$ cat src/rtl/adder_share_arbiter_if.sv
// Bundles the requester and response handshakes of the shared-adder arbiter.
// The master side drives requests and consumes responses; the slave side is the arbiter.
interface adder_share_arbiter_if #(
    parameter int WIDTH = 7,
    parameter int NREQ  = 4
);
    localparam int IDW = (NREQ > 1) ? $clog2(NREQ) : 1;

    logic [NREQ-1:0]       req_valid;
    logic [NREQ-1:0]       req_ready;
    logic [NREQ*WIDTH-1:0] req_a;
    logic [NREQ*WIDTH-1:0] req_b;
    logic                  rsp_valid;
    logic                  rsp_ready;
    logic [IDW-1:0]        rsp_id;
    logic [WIDTH-1:0]      rsp_sum;
    logic                  rsp_cout;

    modport master (
        output req_valid, req_a, req_b, rsp_ready,
        input  req_ready, rsp_valid, rsp_id, rsp_sum, rsp_cout
    );

    modport slave (
        input  req_valid, req_a, req_b, rsp_ready,
        output req_ready, rsp_valid, rsp_id, rsp_sum, rsp_cout
    );
endinterface

$ cat src/rtl/adder_share_arbiter.sv
// One Kogge-Stone adder shared by NREQ requesters through a round-robin arbiter.
// The granted operand pair is summed and captured into a single registered response slot.
module adder #(
    parameter int WIDTH = 7
) (
    input  logic [WIDTH-1:0] a,
    input  logic [WIDTH-1:0] b,
    output logic [WIDTH-1:0] sum,
    output logic             cout
);
    localparam int LVL = (WIDTH > 1) ? $clog2(WIDTH) : 1;

    logic [WIDTH-1:0] hs;
    logic [WIDTH-1:0] g;
    logic [WIDTH-1:0] p;
    logic [WIDTH-1:0] gn;
    logic [WIDTH-1:0] pn;
    logic [WIDTH-1:0] c;

    always_comb begin
        hs = a ^ b;
        g  = a & b;
        p  = hs;
        gn = g;
        pn = p;
        // Each level doubles the span of the group generate/propagate terms.
        for (int l = 0; l < LVL; l++) begin
            gn = g;
            pn = p;
            for (int i = (1 << l); i < WIDTH; i++) begin
                gn[i] = g[i] | (p[i] & g[i-(1<<l)]);
                pn[i] = p[i] & p[i-(1<<l)];
            end
            g = gn;
            p = pn;
        end
        c = '0;
        for (int i = 1; i < WIDTH; i++) begin
            c[i] = g[i-1];
        end
        sum  = hs ^ c;
        cout = g[WIDTH-1];
    end
endmodule

module adder_share_arbiter #(
    parameter int WIDTH = 7,
    parameter int NREQ  = 4
) (
    input logic                   clk,
    input logic                   rst_n,
    adder_share_arbiter_if.slave  bus
);
    localparam int IDW = (NREQ > 1) ? $clog2(NREQ) : 1;

    logic [IDW-1:0]   rr_ptr;
    logic [IDW-1:0]   gnt_id_p0;
    logic             gnt_found_p0;
    logic             slot_free_p0;
    logic             accept_p0;
    logic [WIDTH-1:0] a_p0;
    logic [WIDTH-1:0] b_p0;
    logic [WIDTH-1:0] sum_p0;
    logic             cout_p0;

    logic             vld_p1;
    logic [IDW-1:0]   id_p1;
    logic [WIDTH-1:0] sum_p1;
    logic             cout_p1;

    function automatic logic [IDW-1:0] next_ptr(input logic [IDW-1:0] id);
        if (id == IDW'(NREQ - 1)) return '0;
        return id + IDW'(1);
    endfunction

    // Stage p0: round-robin search starting at rr_ptr, operand mux, shared adder
    always_comb begin
        int idx;
        idx          = 0;
        gnt_found_p0 = 1'b0;
        gnt_id_p0    = '0;
        for (int k = 0; k < NREQ; k++) begin
            idx = int'(rr_ptr) + k;
            if (idx >= NREQ) idx = idx - NREQ;
            if (!gnt_found_p0 && bus.req_valid[idx]) begin
                gnt_found_p0 = 1'b1;
                gnt_id_p0    = IDW'(idx);
            end
        end
    end

    assign slot_free_p0  = !vld_p1 || bus.rsp_ready;
    assign accept_p0     = gnt_found_p0 && slot_free_p0;
    assign bus.req_ready = accept_p0 ? (NREQ'(1) << gnt_id_p0) : '0;
    assign a_p0          = bus.req_a[int'(gnt_id_p0)*WIDTH +: WIDTH];
    assign b_p0          = bus.req_b[int'(gnt_id_p0)*WIDTH +: WIDTH];

    adder #(.WIDTH(WIDTH)) u_adder (
        .a    (a_p0),
        .b    (b_p0),
        .sum  (sum_p0),
        .cout (cout_p0)
    );

    // Stage p1: response slot; a drain with a fresh grant overwrites in place
    always_ff @(posedge clk or negedge rst_n) begin
        if (!rst_n) begin
            vld_p1  <= 1'b0;
            id_p1   <= '0;
            sum_p1  <= '0;
            cout_p1 <= 1'b0;
            rr_ptr  <= '0;
        end else if (accept_p0) begin
            vld_p1  <= 1'b1;
            id_p1   <= gnt_id_p0;
            sum_p1  <= sum_p0;
            cout_p1 <= cout_p0;
            rr_ptr  <= next_ptr(gnt_id_p0);
        end else if (bus.rsp_ready) begin
            vld_p1  <= 1'b0;
        end
    end

    assign bus.rsp_valid = vld_p1;
    assign bus.rsp_id    = id_p1;
    assign bus.rsp_sum   = sum_p1;
    assign bus.rsp_cout  = cout_p1;
endmodule
$ cat src/flat_wrapper.sv
// flat-port wrapper written by rule: the top's interface ports become plain ports
module adder_share_arbiter_flat 
#(
    parameter int WIDTH = 7,
    parameter int NREQ  = 4
)
  (clk, rst_n, bus_req_valid, bus_req_a, bus_req_b, bus_rsp_ready, bus_req_ready, bus_rsp_valid, bus_rsp_id, bus_rsp_sum, bus_rsp_cout);
  adder_share_arbiter_if #(.WIDTH(WIDTH), .NREQ(NREQ)) bus_i ();
  input logic clk;
  input logic rst_n;
  input wire logic [$bits(bus_i.req_valid)-1:0] bus_req_valid;
  input wire logic [$bits(bus_i.req_a)-1:0] bus_req_a;
  input wire logic [$bits(bus_i.req_b)-1:0] bus_req_b;
  input wire logic [$bits(bus_i.rsp_ready)-1:0] bus_rsp_ready;
  output wire logic [$bits(bus_i.req_ready)-1:0] bus_req_ready;
  output wire logic [$bits(bus_i.rsp_valid)-1:0] bus_rsp_valid;
  output wire logic [$bits(bus_i.rsp_id)-1:0] bus_rsp_id;
  output wire logic [$bits(bus_i.rsp_sum)-1:0] bus_rsp_sum;
  output wire logic [$bits(bus_i.rsp_cout)-1:0] bus_rsp_cout;
  assign bus_i.req_valid = bus_req_valid;
  assign bus_i.req_a = bus_req_a;
  assign bus_i.req_b = bus_req_b;
  assign bus_i.rsp_ready = bus_rsp_ready;
  assign bus_req_ready = bus_i.req_ready;
  assign bus_rsp_valid = bus_i.rsp_valid;
  assign bus_rsp_id = bus_i.rsp_id;
  assign bus_rsp_sum = bus_i.rsp_sum;
  assign bus_rsp_cout = bus_i.rsp_cout;
  adder_share_arbiter #(.WIDTH(WIDTH), .NREQ(NREQ)) u_core (.clk(clk), .rst_n(rst_n), .bus(bus_i));
endmodule
$ cat config.mk
export PLATFORM = sky130hd
export DESIGN_NAME = adder_share_arbiter_flat
export DESIGN_NICKNAME = d
export VERILOG_FILES = /design/src/rtl/adder_share_arbiter_if.sv /design/src/rtl/adder_share_arbiter.sv /design/src/flat_wrapper.sv
export SDC_FILE = /design/constraint.sdc
export NUM_CORES = 1
export LEC_CHECK = 0
export ABC_AREA = 1
export ABC_CLOCK_PERIOD_IN_PS = 2700
export CAP_MARGIN = 10
export CORE_UTILIZATION = 41
export CTS_BUF_LIST = sky130_fd_sc_hd__clkbuf_16
export DETAILED_ROUTE_END_ITERATION = 10
export GPL_ROUTABILITY_DRIVEN = 0
export PLACE_DENSITY = 0.78
export SYNTH_ARGS = -nofsm -noshare
export SYNTH_HDL_FRONTEND = slang
export SYNTH_SLANG_ARGS = --single-unit
$ cat constraint.sdc
create_clock -name clk -period 2.7 [get_ports clk]
set_input_delay 0.54 -clock clk [delete_from_list [all_inputs] [get_ports clk]]
set_output_delay 0.54 -clock clk [all_outputs]
set_load 0.1 [all_outputs]
# Yosys cells after proc, flatten, opt, wreduce, memory -nomap -nowiden
# Cells that the tools add are included.
[classes] n_bitwise=39 n_shift=3 order_cmp=8 n_eq_ne=1 add_sub_neg=8 n_reduce_logical=10 mux=31 n_mul=1
[ops] cell="32-bit by 4-bit < comparator with 1-bit output, second input constant" count=4
[ops] cell="32-bit two-way mux" count=4
[ops] cell="32-bit by 4-bit >= comparator with 1-bit output, second input constant" count=3
[ops] cell="32-bit by 4-bit subtractor with 32-bit output, second input constant" count=3
[ops] cell="28-bit by 32-bit indexed part select with 7-bit output" count=2
[ops] cell="1-bit AND" count=22
[ops] cell="1-bit two-way mux" count=16
[ops] cell="1-bit OR" count=14
[ops] cell="7-bit XOR" count=2
[ops] cell="2-bit two-way mux" count=6
[ops] cell="1-bit binary-select mux with 2-bit select" count=4
[ops] cell="7-bit AND" count=1
[ops] cell="2-bit by 2-bit adder with 3-bit output, second input constant" count=2
[ops] cell="2-bit by 3-bit multiplier with 5-bit output, second input constant" count=1
[ops] cell="1-bit logical AND" count=4
[ops] cell="1-bit zero test" count=4
[ops] cell="4-bit two-way mux" count=1
[ops] cell="1-bit by 2-bit << shifter with 4-bit output, first input constant" count=1
[ops] cell="2-bit by 3-bit subtractor with 4-bit output, second input constant" count=1
[ops] cell="2-bit by 1-bit adder with 3-bit output, second input constant" count=1
[ops] cell="2-bit by 3-bit >= comparator with 1-bit output, second input constant" count=1
[ops] cell="2-bit by 1-bit adder with 2-bit output, second input constant" count=1
[ops] cell="2-bit == test, second input constant" count=1
[ops] cell="2-bit nonzero test" count=1
[ops] cell="1-bit logical OR" count=1
[totals] input_bits=63 wordCells=106 ff_bits=13 out_inout_bits=15

# Longest topological paths before layout
# Gate-level depths: netlist (run 1).
[depth] ltp_word=24 ltp_mapped=24 ltp_nobuf=22

# Modules after synthesis
# Synthesis (run 1) repeated with hierarchy kept, for this count alone.
[unflattened] hier_cells=306 hier_area_um2=1731.7
[by_module_without_submodules] mod="adder_share_arbiter" n_inst=1 seq_area_each_um2=325.3 cells_each=258 area_per_inst_um2=1445.1
[by_module_without_submodules] mod="adder" n_inst=1 seq_area_each_um2=0.0 cells_each=48 area_per_inst_um2=286.5

# Least setup slack after synthesis (run 1)
# No wires, ideal clock.
[synth_path] path_type="input to output" startpoint="input bus_req_valid[3]" endpoint="output bus_req_ready[2]" required_time_ns=2.160 path_buffers=1 slack_ns=-0.667 stages=13 arrival_ns=2.827 cell_sequence="inv_1 nand2_2 nand3_2 nand2_2 nor2_8 nand3_1 nand3_2 nand2_4 inv_6 buf_8 ha_1 inv_1 nor2_1"
[synth_via] elab_chain_cells=15 elab_cells_between_ends=29 cone_classes="shift: 1; mux: 21; reduce/logical: 7"
[synth_rtl] item="from (decl)" line="flat_wrapper.sv:11" rtl="input wire logic [$bits(bus_i.req_valid)-1:0] bus_req_valid;"
[synth_rtl] item="1-bit binary-select mux with 2-bit select" line="adder_share_arbiter.sv:85" rtl="if (!gnt_found_p0 && bus.req_valid[idx]) begin"
[synth_rtl] item="1-bit two-way mux (not written as such) (2 in a row)" line="adder_share_arbiter.sv:85"
[synth_rtl] item="1-bit two-way mux" line="adder_share_arbiter.sv:85"
[synth_rtl] item="1-bit zero test" line="adder_share_arbiter.sv:85"
[synth_rtl] item="1-bit logical AND" line="adder_share_arbiter.sv:85"
[synth_rtl] item="1-bit two-way mux" line="adder_share_arbiter.sv:85"
[synth_rtl] item="1-bit zero test" line="adder_share_arbiter.sv:85"
[synth_rtl] item="1-bit logical AND" line="adder_share_arbiter.sv:85"
[synth_rtl] item="1-bit two-way mux" line="adder_share_arbiter.sv:85"
[synth_rtl] item="1-bit zero test" line="adder_share_arbiter.sv:85"
[synth_rtl] item="1-bit logical AND" line="adder_share_arbiter.sv:85"
[synth_rtl] item="2-bit two-way mux *" line="adder_share_arbiter.sv:85"
[synth_rtl] item="net u_core.gnt_id_p0[1]" line="adder_share_arbiter.sv:57" rtl="logic [IDW-1:0] gnt_id_p0;"
[synth_rtl] item="1-bit by 2-bit << shifter with 4-bit output *" line="adder_share_arbiter.sv:94" rtl="assign bus.req_ready = accept_p0 ? (NREQ'(1) << gnt_id_p0) : '0;"
[synth_rtl] item="4-bit two-way mux *" line="adder_share_arbiter.sv:94"
[synth_rtl] item="to (decl)" line="flat_wrapper.sv:15" rtl="output wire logic [$bits(bus_i.req_ready)-1:0] bus_req_ready;"
# The timed path passes the listed nets; every way through them passes the cells marked *. The select of a mux whose other input is x is not followed.

# Worst setup path in the final report (run 1)
[layout_path] startpoint="input bus_req_valid[0]" endpoint="register u_core.sum_p1[3] (netlist: u_core.bus.rsp_sum[3])"
[layout_via] elab_chain_cells=20 elab_cells_between_ends=38 cone_classes="mul: 1; shift: 2; mux: 20; bitwise: 8; reduce/logical: 7"
[layout_rtl] item="1-bit binary-select mux with 2-bit select" line="adder_share_arbiter.sv:85"
[layout_rtl] item="1-bit two-way mux (not written as such) (2 in a row)" line="adder_share_arbiter.sv:85"
[layout_rtl] item="1-bit two-way mux" line="adder_share_arbiter.sv:85"
[layout_rtl] item="1-bit zero test" line="adder_share_arbiter.sv:85"
[layout_rtl] item="1-bit logical AND" line="adder_share_arbiter.sv:85"
[layout_rtl] item="1-bit two-way mux" line="adder_share_arbiter.sv:85"
[layout_rtl] item="1-bit zero test" line="adder_share_arbiter.sv:85"
[layout_rtl] item="1-bit logical AND" line="adder_share_arbiter.sv:85"
[layout_rtl] item="[3 not listed]"
[layout_rtl] item="2-bit two-way mux" line="adder_share_arbiter.sv:85"
[layout_rtl] item="2-bit by 3-bit multiplier with 5-bit output" line="adder_share_arbiter.sv:95, adder_share_arbiter.sv:96"
[layout_rtl] item="28-bit by 32-bit indexed part select with 7-bit output, on equally long branches" line="adder_share_arbiter.sv:95, adder_share_arbiter.sv:96"
[layout_rtl] item="7-bit XOR / 7-bit AND (equally long branches)" line="adder_share_arbiter.sv:21, adder_share_arbiter.sv:22"
[layout_rtl] item="1-bit AND, on equally long branches" line="adder_share_arbiter.sv:31, adder_share_arbiter.sv:32"
[layout_rtl] item="1-bit OR / 1-bit AND (equally long branches)" line="adder_share_arbiter.sv:31" rtl="gn[i] = g[i] | (p[i] & g[i-(1<<l)]);"
[layout_rtl] item="1-bit OR" line="adder_share_arbiter.sv:31"
[layout_rtl] item="7-bit XOR" line="adder_share_arbiter.sv:41" rtl="sum = hs ^ c;"
[layout_rtl] item="to (signal assigned)" line="adder_share_arbiter.sv:116" rtl="sum_p1 <= sum_p0;"
[layout_rtl] item="to (decl)" line="adder_share_arbiter.sv:68" rtl="logic [WIDTH-1:0] sum_p1;"
# Several ways; a longest one is shown, not always the timed one. The select of a mux whose other input is x is not followed.
# A chain may end at the register's enable or synchronous reset.

==> impl_metrics.csv, run 1 <==
group,metric,value,unit
synth,synth_area_leaders,"nand2_1 18%, dfrtp_1 16%, nand3_1 12%",
routing,route.detailed.vias_per_inst,5.10,
critical_path,critPathMaxFanout,6,
routing,drt-pass1-iter-count,5,
global_routing,grt_max_degree,24,
clocking,cts_hold_buf,0,
placed_design,dpl.cell_count,478,
critical_path,rrSetupSlack,-0.30,ns
floorplanning,row_count,25,
floorplanning,dieArea,5230,µm²
critical_path,cp_common_cell,"nand2_2",
final_layout,num-fill-cells,322,
synth,syn_area,2030,µm²
final_layout,drive_above_1_share,40.2,%
critical_path,start_kind,"input port",
final_layout,final_cell_mix,"68 x nand2_1, 58 x clkdlybuf4s50_1, 56 x inv_1",
timing,fin_skew,0.00287,ns
timing,worstMarginPinSlew,0.547,ns
floorplanning,core,4750,µm²
clocking,numCtsBuffers,3,
critical_path,critPathTopFamily,"simple AND/OR/NAND/NOR gates",
placed_design,dp_hpwl,4160,µm
timing,hold_viol_final,0,
routing,vias,2550,
hold_path,hold_class,"flop to flop",
timing,fmax,333,MHz
job,cap_violations,0,
final_layout,antenna_cells,0,
timing,drv_slew,0,
final_layout,layout_commonest_cell,"nand2_1",
clocking,cts-htree-levels,1,
status,violations,"setup timing",
critical_path,crit_slowest_cell,"dlygate4sd2_1",
synth,synth.avg_cell_area,6.30,µm²
critical_path,cp_data_arrival_time,3.12,ns
clocking,clock_path_buffers,2,
global_routing,grt_pass1_vias,2222,
floorplanning,die_h,72.3,µm
critical_path,slowest_delay,0.28,ns
synth,netlist_instances,322,
routing,drc,0,
routing,drt_iter0_drc,146,
routing,wl,7150,µm
timing,timing.final.crit_share,111,%
floorplanning,die_x,72.3,µm
synth,yosys.area.top_type,"nand2_1",
clocking,cts.sinks,13,
timing,setup_viol,11,
status,status,"complete, but fails checks",
global_routing,antenna_found_initial,0,
timing,slew_headroom,63.4,%
synth,synth-seq-cells,13,
synth,yosysTopAreaCellShare,18.0,%
timing,tns,-1.92,ns
floorplanning,io-pin-count,78,
critical_path,worst-setup-path-type,"input port to flop",
global_routing,track_usage,23.7,%
synth,synth_cell_types,28,
routing,wl_per_cell,14.3,µm
floorplanning,start_util,42.7,%
clocking,clkLatencyLatePin,0.24,ns
critical_path,worstPathRequired,2.82,ns
clocking,clkTransAtPathRegs,0.04,ns
final_layout,syn_to_final_growth,78.2,%
timing,fin_crit,3.00,ns
final_layout,final_cells,500,
timing,layout_setup_ws,-0.302,ns
final_layout,final_nets,509,
critical_path,cp_num_buf_inv,4,
global_routing,grt-ovfl-total,0,
clocking,cts_tree,"built",
global_routing,grt_pass1_wl,9920,µm
synth,ys_warn_count,0,
critical_path,crit_chain,"dlygate4sd2_1 > inv_2 > nand2_1 > nand3_1 > nand2_2 > nand2_2 > nand2_2 > nand2_2 > nand3_4 > buf_12 > buf_4 > nand2_1 > nand3_1 > nand2_2 > ha_4 > a21o_1 > a31oi_2 > xor2_1 > o21ai_0",
synth,yosysSeqAreaShare,16.0,%
timing,grt_setup_unrepaired,"true",
synth,synth_fp_nets,397,
placed_design,numPortBuffers,77,
routing,ant_nets,0,
critical_path,end_kind,"flop",
clocking,cts_root_buf,"clkbuf_16",
[worst min-delay path, stage by stage, from the launching register on]
cell and delay, ns:
dfrtp_1 0.34, nand2_1 0.05, o21ai_0 0.06
[cells in the mapped netlist, drive strengths merged]
| library cell | count |
|---|---|
| dfrtp | 13 |
| o21a | 1 |
| a21oi | 3 |
| a21o | 2 |
| nand4 | 2 |
| ha | 11 |
| buf | 14 |
| fa | 1 |
| a31oi | 2 |
| o21ai | 9 |
| nand2 | 113 |
| inv | 71 |
| xor2 | 2 |
| nor2 | 10 |
| nand3 | 66 |
| xnor2 | 2 |
[stage by stage]
step | hold slack, ns | setup slack [ns] | area [µm²] | utilization (%)
after detailed placement | 0.476 | -0.602 | 2980 | 62.7
after CTS | 0.487 | -0.0375 | 3380 | 71.1
after global placement | 0.469 | -0.477 | 2980 | 62.7
final | 0.487 | -0.302 | 3610 | 76.0
after floorplan | 0.244 | 0.0454 | 2060 | -
after global routing | 0.509 | -0.421 | 3610 | 76.0
[registers in the layout, summed over array words and instances, names as in the netlist]
| signal | count |
|---|---|
| u_core.bus.rsp_sum | 7 |
| u_core.bus.rsp_id | 2 |
| u_core.rr_ptr | 2 |
| u_core.bus.rsp_cout | 1 |
| u_core.bus.rsp_valid | 1 |
[layer usage]
layer  share of wire, %  vias to the layer above  GRT usage (%)
met5                  0                        -              0
met4                3.7                        0           5.23
met3                6.0                       26           2.08
met2                 52                      149           43.7
met1                 38                     1162           29.7
li1                   -                     1213              -
[cell type report]
cell class	count	area, µm²	share of cell area [%]
timing repair inverter	1	7.51	0.208
timing repair buffer	120	1240	34.3
sequential	13	328	9.07
multi-input combinational	224	1590	44.1
inverter	71	282	7.79
clock buffer	3	75.1	2.08
clock inverter	1	3.75	0.104
tap	67	83.8	2.32
[worst paths after layout]
kind / start / endpoint / cells after the start
worst max-delay path: bus_req_valid[0] / u_core.bus.rsp_sum[3]$_DFFE_PN0P_ / 19
max in group asynchronous: rst_n / u_core.rr_ptr[1]$_DFFE_PN0P_ / 1
min in group asynchronous: rst_n / u_core.bus.rsp_id[0]$_DFFE_PN0P_ / 1
worst max register to register: u_core.rr_ptr[0]$_DFFE_PN0P_ / u_core.bus.rsp_sum[3]$_DFFE_PN0P_ / 19
worst min-delay path: u_core.bus.rsp_sum[3]$_DFFE_PN0P_ / u_core.bus.rsp_sum[3]$_DFFE_PN0P_ / 2
worst min register to register: u_core.bus.rsp_sum[3]$_DFFE_PN0P_ / u_core.bus.rsp_sum[3]$_DFFE_PN0P_ / 2
[kinds of logic after synthesis]
| group | synth area share (%) |
|---|---|
| and+or+nand+nor | 48.4 |
| adders and majority gates | 7.77 |
| xor gates and xnor gates | 1.73 |
| AOI/OAI and AO/OA | 4.69 |
| buffers and inverters | 21.4 |
| DFF | 16.0 |
[repair_timing]
action                                  CTS  global route
gates resized for setup                  50            49
buffers inserted                         11             2
pin swaps                                31            35
gates cloned                              3             2
endpoints found under the setup margin   11            11
Power of run 1 is left out: the tool's default activity adds up to more than one toggle a clock period on the data nets, which glitch-free logic cannot reach.
==> inputs of run 2 (changes only) <==
Settings changed: CORE_MARGIN set to 2, CORE_UTILIZATION 41 to 38, PLACE_DENSITY 0.78 to 0.76, RECOVER_POWER set to 25, SYNTH_HIERARCHICAL set to 1.
==> run 2 against run 1 <==
Effect of this change: count of clock-buffer cells in the layout stayed put; critical path depth is 5 higher; sequential share of layout area is 0.90 points higher; the flow still finishes with violations (setup timing); clock skew is 0.0027 ns lower; via count is 2.7% lower; critical path type is now flop to flop.
==> impl_metrics.csv, run 2 <==
group,metric,value,unit
status,status,"complete, but fails checks",
status,violations,"setup timing",
synth,ys_warn_count,6,
final_layout,multi_input_area,1440,µm²
global_routing,grt-ovfl-total,0,
synth,syn_area,1730,µm²
hold_path,hold_class,"flop to flop",
routing,wl_per_cell,14.4,µm
clocking,clock_path_buffers,2,
synth,synth.avg_cell_area,5.66,µm²
synth,yosys.area.top_type,"nand2_1",
critical_path,cp_data_arrival_time,3.02,ns
synth,synthFlopType,"dfrtp_1",
final_layout,drive_above_1_share,36.0,%
floorplanning,die_h,71.5,µm
floorplanning,start_util,39.5,%
timing,slew_headroom,61.1,%
clocking,cts_root_buf,"clkbuf_16",
timing,grt_setup_unrepaired,"true",
synth,synth_cell_types,22,
clocking,numCtsBuffers,3,
final_layout,final_nets,497,
synth,synth_common_cells,"181 x nand2_1, 28 x nand4_1, 19 x inv_1",
clocking,cts.sinks,13,
floorplanning,io-pin-count,78,
routing,route.detailed.vias_per_inst,5.20,
synth,synth_enable_flop_cells,0,
global_routing,grt_max_degree,23,
placed_design,numPortBuffers,77,
synth,synth-seq-cells,13,
clocking,cts_hold_buf,0,
global_routing,antenna_found_initial,0,
synth,synth-async-reset-ratio,100,%
timing,timing.final.crit_share,107,%
critical_path,worstPathRequired,2.83,ns
timing,fin_crit,2.89,ns
final_layout,register_area,328,µm²
clocking,clkLatencyLatePin,0.24,ns
placed_design,dp_hpwl,4250,µm
final_layout,layout_commonest_cell,"nand2_1",
clocking,cts-htree-levels,1,
timing,fmax,346,MHz
floorplanning,die_x,71.5,µm
critical_path,start_kind,"flop",
final_layout,antenna_cells,0,
timing,fin_hold_ws,0.482,ns
routing,drt_iter0_drc,137,
timing,fin_skew,0.000181,ns
timing,setup_viol,10,
timing,drv_slew,0,
routing,ant_nets,0,
final_layout,num-fill-cells,319,
clocking,clkTransAtPathRegs,0.04,ns
final_layout,syn_to_final_growth,89.9,%
timing,hold_viol_final,0,
synth,netlist_instances,306,
synth,yosysTopAreaCellShare,39.2,%
global_routing,track_usage,22.9,%
critical_path,end_kind,"flop",
synth,synth_most_common_cell,"nand2_1",
floorplanning,core,4380,µm²
job,cap_violations,0,
global_routing,grt_pass1_wl,9700,µm
final_layout,final_cell_mix,"140 x nand2_1, 57 x clkdlybuf4s50_1, 53 x buf_4",
floorplanning,dieArea,5110,µm²
critical_path,critPathMaxFanout,6,
synth,synth_fp_nets,377,
routing,drc,0,
critical_path,worst-setup-path-type,"flop to flop",
global_routing,grt_pass1_vias,2300,
routing,drt-pass1-iter-count,4,
floorplanning,row_count,24,
final_layout,largest_register_ffs,7,
synth,synth_area_leaders,"nand2_1 39%, dfrtp_1 19%, nand4_1 10%",
timing,layout_setup_ws,-0.189,ns
routing,vias,2482,
clocking,cts_tree,"built",
synth,yosysSeqAreaShare,18.8,%
routing,wl,6860,µm
timing,worstMarginPinSlew,0.582,ns
[run 2: cell count changes in the layout (fill, tap and decap cells not counted), sizes merged, moves of 2 or more]
cell   before  now
inv        72   25
buf        57   66
o21ai       9    1
nand3      66   16
nand4       2   28
a21o        2    0
nand2     113  183
ha         11    7
[run 2: area by class of cell]
| type | instances | share of cell area (%) |
|---|---|---|
| multi-input combinational | 253 | 43.7 |
| timing repair buffer | 130 | 38.6 |
| sequential | 13 | 9.97 |
| inverter | 24 | 3.12 |
| clock buffer | 3 | 2.28 |
| tap | 52 | 1.98 |
| timing repair inverter | 1 | 0.190 |
| clock inverter | 1 | 0.114 |
[run 2: cell families after synthesis]
logic type,after synthesis,synth area share (%)
AND/OR/NAND/NOR,236,58.5
buffers and inverters,40,13.1
flip-flops,13,18.8
adder cells (fa/ha/maj),8,6.21
AO/OA/AOI/OAI,6,1.81
XOR/XNOR,3,1.52
[run 2: worst paths after layout]
| check | from | end | slack (ns) | cells past startpoint |
|---|---|---|---|---|
| max in group asynchronous | rst_n | u_core/rr_ptr[0]$_DFFE_PN0P_ | 1.55 | 1 |
| min in group asynchronous | rst_n | u_core/bus.rsp_id[0]$_DFFE_PN0P_ | 0.74 | 1 |
| min reg2reg | u_core/bus.rsp_cout$_DFFE_PN0P_ | u_core/bus.rsp_cout$_DFFE_PN0P_ | 0.48 | 2 |
| max | u_core/rr_ptr[1]$_DFFE_PN0P_ | u_core/bus.rsp_sum[6]$_DFFE_PN0P_ | -0.19 | 24 |
| max reg2reg | u_core/rr_ptr[1]$_DFFE_PN0P_ | u_core/bus.rsp_sum[6]$_DFFE_PN0P_ | -0.19 | 24 |
| min | u_core/bus.rsp_cout$_DFFE_PN0P_ | u_core/bus.rsp_cout$_DFFE_PN0P_ | 0.48 | 2 |
[run 2: stage by stage]
step | TNS, ns | std cells | util, % | instance area (µm²) | setup slack, ns
6_report | -1.11 | 477 | 75.0 | 3290 | -0.189
3_5_place_dp | -4.45 | 452 | 62.0 | 2720 | -0.564
5_1_grt | -2.53 | 477 | 75.0 | 3290 | -0.361
3_3_place_gp | -3.85 | 452 | 62.0 | 2720 | -0.497
4_1_cts | -0.0660 | 467 | 69.4 | 3040 | -0.0321
2_1_floorplan | 0 | 306 | - | 1750 | 0.0126
[run 2: metal layers]
| metal | track usage [%] | routed length [µm] | share of wire, % |
|---|---|---|---|
| met2 | 41.4 | 3570 | 52 |
| met3 | 2.95 | 517 | 7.5 |
| met5 | 0 | 0 | 0 |
| met1 | 28.0 | 2610 | 38 |
| met4 | 7.55 | 162 | 2.4 |
[run 2: critical path, stage by stage (launching register included)]
cell and delay (ns):
dfrtp_2 0.47, inv_4 0.12, nand2_1 0.11, nand2_4 0.12, nand2_2 0.07, nand2_2 0.09, nor2_4 0.05, nand3_4 0.12
nand3_4 0.10, buf_12 0.15, buf_8 0.12, nand2_2 0.04, nand2_1 0.05, nand2_1 0.05, nand2_1 0.05, ha_2 0.18
fa_2 0.37, nand2_2 0.09, nand2_2 0.07, nand3_2 0.08, nand2_1 0.05, nand2_1 0.06, nand2_1 0.04, nand2_1 0.05
nand2_1 0.05
[run 2: timing repair]
item / in CTS / in global routing
endpoints found under the setup margin: 11 / 11
gates resized for setup: 52 / 50
pin swaps: 14 / 37
cloned: 1 / 3
endpoints found under the hold margin: 0 / 0
setup buffers: 10 / 9
Power of run 2 is left out for the same reason.
